## src/rtl/led_frame_serializer.sv

```systemverilog
// Frame-buffer to WS2812 bit serializer: fetches GRB pixel words from a
// 1-cycle-latency RAM, prefetches the next pixel, and hands out bits MSB first.
module led_frame_serializer #(
  parameter int NUM_LEDS = 64,
  parameter int ADDR_W   = 6,
  parameter int PIX_W    = 24
) (
  input  logic              clk,
  input  logic              rstn,
  input  logic              new_frame_rqst,
  input  logic              new_bit_rqst,
  output logic              bit_to_transmit,
  output logic              all_bits_shifted,
  output logic              frame_done,
  output logic              bit_valid,
  output logic              pix_rd,
  output logic [ADDR_W-1:0] pix_addr,
  input  logic [PIX_W-1:0]  pix_data
);

  localparam int CNT_W = $clog2(PIX_W);
  localparam logic [CNT_W-1:0]  LAST_BIT = CNT_W'(PIX_W - 1);
  localparam logic [ADDR_W-1:0] LAST_LED = ADDR_W'(NUM_LEDS - 1);

  typedef enum logic [2:0] {IDLE, FETCH, LOAD, SHIFT, DONE} state_t;

  state_t            state;
  logic [PIX_W-1:0]  shreg, next_pix;
  logic [CNT_W-1:0]  bit_cnt;
  logic [ADDR_W-1:0] led_cnt;
  logic              pf_pend;  // prefetch address sampled by the RAM on the next edge
  logic              pf_land;  // prefetch data is on pix_data this cycle

  logic [ADDR_W:0] pf_next;
  assign pf_next = {1'b0, led_cnt} + (ADDR_W+1)'(2);

  always_ff @(posedge clk or negedge rstn) begin
    if (!rstn) begin
      state            <= IDLE;
      shreg            <= '0;
      next_pix         <= '0;
      bit_cnt          <= '0;
      led_cnt          <= '0;
      pf_pend          <= 1'b0;
      pf_land          <= 1'b0;
      bit_to_transmit  <= 1'b0;
      all_bits_shifted <= 1'b0;
      frame_done       <= 1'b0;
      bit_valid        <= 1'b0;
      pix_rd           <= 1'b0;
      pix_addr         <= '0;
    end else begin
      pix_rd     <= 1'b0;
      frame_done <= 1'b0;
      pf_land    <= pf_pend;
      pf_pend    <= 1'b0;
      if (pf_land) next_pix <= pix_data;

      if (new_frame_rqst) begin
        // abort whatever is in progress; a coincident bit request is dropped
        state            <= FETCH;
        pix_rd           <= 1'b1;
        pix_addr         <= '0;
        pf_pend          <= 1'b0;
        pf_land          <= 1'b0;
        all_bits_shifted <= 1'b0;
        bit_valid        <= 1'b0;
        bit_to_transmit  <= 1'b0;
      end else begin
        case (state)
          FETCH: state <= LOAD;
          LOAD: begin
            shreg           <= pix_data;
            bit_to_transmit <= pix_data[PIX_W-1];
            bit_cnt         <= '0;
            led_cnt         <= '0;
            bit_valid       <= 1'b1;
            state           <= SHIFT;
            if (NUM_LEDS > 1) begin
              pix_rd   <= 1'b1;
              pix_addr <= ADDR_W'(1);
              pf_pend  <= 1'b1;
            end
          end
          SHIFT: if (new_bit_rqst) begin
            if (bit_cnt < LAST_BIT) begin
              shreg           <= shreg << 1;
              bit_to_transmit <= shreg[PIX_W-2];
              bit_cnt         <= bit_cnt + 1'b1;
            end else if (led_cnt < LAST_LED) begin
              shreg           <= next_pix;
              bit_to_transmit <= next_pix[PIX_W-1];
              bit_cnt         <= '0;
              led_cnt         <= led_cnt + 1'b1;
              if (pf_next <= {1'b0, LAST_LED}) begin
                pix_rd   <= 1'b1;
                pix_addr <= pf_next[ADDR_W-1:0];
                pf_pend  <= 1'b1;
              end
            end else begin
              state            <= DONE;
              bit_valid        <= 1'b0;
              bit_to_transmit  <= 1'b0;
              all_bits_shifted <= 1'b1;
              frame_done       <= 1'b1;
            end
          end
          default: ;
        endcase
      end
    end
  end

endmodule

```

## config.mk

```make
export PLATFORM = sky130hd
export DESIGN_NAME = led_frame_serializer
export DESIGN_NICKNAME = d
export VERILOG_FILES = /design/src/rtl/led_frame_serializer.sv
export SDC_FILE = /design/constraint.sdc
export NUM_CORES = 1
export LEC_CHECK = 0
export CAP_MARGIN = 20
export CORE_AREA = 2 2 93 77
export CTS_CLUSTER_SIZE = 30
export DETAILED_ROUTE_END_ITERATION = 6
export DIE_AREA = 0 0 95 79
export GPL_TIMING_DRIVEN = 0
export PLACE_DENSITY = 0.78
export SLEW_MARGIN = 40
export SYNTH_ARGS = -nofsm -noshare
export SYNTH_HDL_FRONTEND = slang
export SYNTH_SLANG_ARGS = --single-unit
```

## constraint.sdc

```tcl
create_clock -name clk -period 2.1 [get_ports clk]
set_input_delay 0.42 -clock clk [delete_from_list [all_inputs] [get_ports clk]]
set_output_delay 0.42 -clock clk [all_outputs]
set_load 0.02 [all_outputs]
```

==> flow_summary.toml <==
[setup_path]
crit_path_end_kind = "register"
path_max_fanout = 9
crit_path_start_kind = "register"
worstRegToRegCells = 7
required_ns = 2.37
arrival_ns = 2.28
worstSetupPathType = "reg2reg"
crit_chain = "ha_1 -> xor2_1 -> a2bb2oi_1 -> o22ai_1 -> a2111o_1 -> buf_6 -> mux2i_1"
max_stage_delay_ns = 0.47
slowest_stage = "dfrtp_2"

[layout]
regArea_um2 = 1860
post-route-util = 0.659
n_antenna_cell = 0
fill_cells = 548
multi_input_area_um2 = 1640
nNetsFinal = 446
final_cell_mix = "dfrtp_1 (71), nand2_1 (48), clkdlybuf4s50_1 (36)"
final_common_cell = "dfrtp_1"
instances_no_fill = 505
final_layout_size_suffix_gt1_frac = 0.163
area.growth.synth_to_final_pct = 21.2

[global_routing]
antenna_found_initial = 0
gr-usage-all-layers = 0.238
grt_pass1_wl_um = 13700
grt_max_degree = 55
overflow = 0
grt_pass1_vias = 2860

[clock_tree]
max-clock-path-buffers = 2
root_buffer = "clkbuf_8"
cts_made_buffers = 9
clk_pin_slew_ns = 0.08
cts.sinks = 74
clock_latency_ns = 0.35
htreeDepth = 3
cts_tree = "done"

[run_status]
status = "finished, final reports clean"

[min_path]
holdPathStages = 2
hp-class = "in2reg"

[synthesis]
netlist_area_um2 = 3620
synthCells = 361
ys.flop_type = "dfrtp_1"
yosysTopAreaCellShare = 0.512
synthDistinctLibCells = 45
syn_avg_cell_area_um2 = 10.0
yosys_warnings = 0
synth_top_area_cell = "dfrtp_1"
synth_edf_count = 0
synth_area_leaders = "dfrtp_1 (51%), mux2_2 (7.5%), nand2_1 (5.0%)"
ys_seq_area_frac = 0.512
ys_seq_elements = 74
ys_async_sr_fraction = 1.00
synth_nets = 394

[detailed_routing]
vias = 2953
drt_first_pass_iters = 4
wire_per_inst_um = 16.4
wirelength_um = 8260
drt_iter0_markers = 199
drc = 0
ant_nets = 0
vias_per_cell = 5.85

[sta]
max_freq_mhz = 498
finalSetupViolations = 0
slew_viol_final = 0
hold_viol = 0
tightestPinTransition_ns = 0.638
clock_skew_ns = 0.00518
finalSetupTns_ns = 0
fin_crit_sh = 0.956
slew_headroom = 0.575
rsz0062_at_grt = "no"
finalCriticalPeriod_ns = 2.01

[power]
power.leakage_nw = 2.08
powerDensity_nw_per_um2 = 815
ir_worst_vdd_mv = 0.524

[floorplanning]
initial_core_util = 0.544
io_pins = 39
core_area_um2 = 6660
die_w_um = 95
die-height_um = 79
rows = 27
die-area_um2 = 7510

[flow_run]
max-cap-violations = 0

[placed_design]
place_inst = 486
io_buffers = 37
dpl.hpwl_um = 5560
place_congestion = 0.876
==> metal layers <==
layer  global-route usage  vias to the layer above  part of all wire  wire (µm)
met2                0.365                       91              0.47       3880
met5                    0                        -                 0          0
met1                0.334                     1456              0.46       3790
met3               0.0607                        7             0.062        510
li1                     -                     1399                 -          -
met4               0.0710                        0            0.0097         80
==> worst paths after layout <==
path | startpoint | to | slack (ns)
max in group asynchronous | rstn | bit_cnt[4] | 1.10
setup / recovery | led_cnt[2] | pix_addr[1] | 0.09
setup reg to reg | led_cnt[2] | pix_addr[1] | 0.09
hold reg to reg | shreg[6] | shreg[6] | 0.48
min in group asynchronous | rstn | pix_rd | 0.48
hold / removal | new_frame_rqst | pf_pend | 0.46
==> report_power, final <==
part / total, mW / internal, mW / switching (mW)
sequential: 1.85 / 1.69 / 0.162
clock: 1.11 / 0.578 / 0.535
combinational: 0.610 / 0.321 / 0.289
total: 3.57 / 2.59 / 0.985
==> critical path, delay by kind of cell (launching register included) <==
family	cells	cell delay, ns
adders and majority gates	1	0.26
AOI/OAI and AO/OA	3	0.71
xor gates and xnor gates	1	0.17
DFF	1	0.47
buffers and inverters	1	0.16
muxes	1	0.17
==> synthesized netlist by cell type, drive strengths merged, types with 2 or more instances <==
| library cell | n |
|---|---|
| a2bb2oi | 2 |
| clkbuf | 15 |
| ha | 5 |
| nand3 | 7 |
| nand4 | 2 |
| dfrtp | 74 |
| o311ai | 2 |
| nor2b | 2 |
| o31ai | 4 |
| a211oi | 22 |
| nor3 | 4 |
| xnor2 | 2 |
| a22o | 3 |
| inv | 10 |
| a21o | 23 |
| a31o | 2 |
| nor2 | 33 |
| mux2 | 24 |
| and3 | 2 |
| o21ai | 11 |
| buf | 9 |
| mux2i | 6 |
| o22ai | 3 |
| o211ai | 2 |
| a21oi | 28 |
| nand2 | 48 |
==> cell families (layout without fill, tap and decap cells) <==
family / count (synthesis) / count (layout) / share of synthesized area
compound gates: 109 / 109 / 0.206
simple gates: 106 / 106 / 0.125
flops: 74 / 74 / 0.512
buf+inv: 34 / 91 / 0.0408
mux: 30 / 30 / 0.0913
fa+ha+maj: 5 / 5 / 0.0173
xor+xnor: 3 / 3 / 0.00726
==> cell type report <==
cell class / count / share of cell area
Buffer: 24 / 0.0277
Clock buffer: 11 / 0.0322
Clock inverter: 5 / 0.0123
Inverter: 10 / 0.00856
Multi-Input combinational cell: 253 / 0.375
Sequential cell: 74 / 0.423
Tap cell: 87 / 0.0248
Timing Repair Buffer: 41 / 0.0967
==> state kept, by name (all words and copies together), names as in the netlist <==
name,flops
all_bits_shifted,1
bit_cnt,5
bit_to_transmit,1
bit_valid,1
frame_done,1
led_cnt,6
next_pix,24
pf_land,1
pf_pend,1
pix_addr,6
pix_rd,1
shreg,23
state,3
==> per-stage QoR <==
| step | hold WS (ns) | area, µm² | setup WS (ns) | power, mW |
|---|---|---|---|---|
| floorplan | 0.124 | 3620 | 0.268 | 2.24 |
| global placement | 0.459 | 4100 | -1.97 | 2.42 |
| detailed placement | 0.286 | 4130 | -0.0841 | 2.47 |
| CTS | 0.448 | 4330 | -0.00265 | 3.58 |
| global route | 0.462 | 4390 | 0.00637 | 3.76 |
| finish | 0.461 | 4390 | 0.0919 | 3.57 |
==> repair_timing <==
action                     in CTS  in global routing
hold buffers                    1                  0
setup endpoints to repair       3                 39
resized for setup               1                 18
pin swaps                       0                  2
setup buffers                   0                  2
hold endpoints to repair       20                  0
Note: power is estimated with default switching activity, not from simulation.
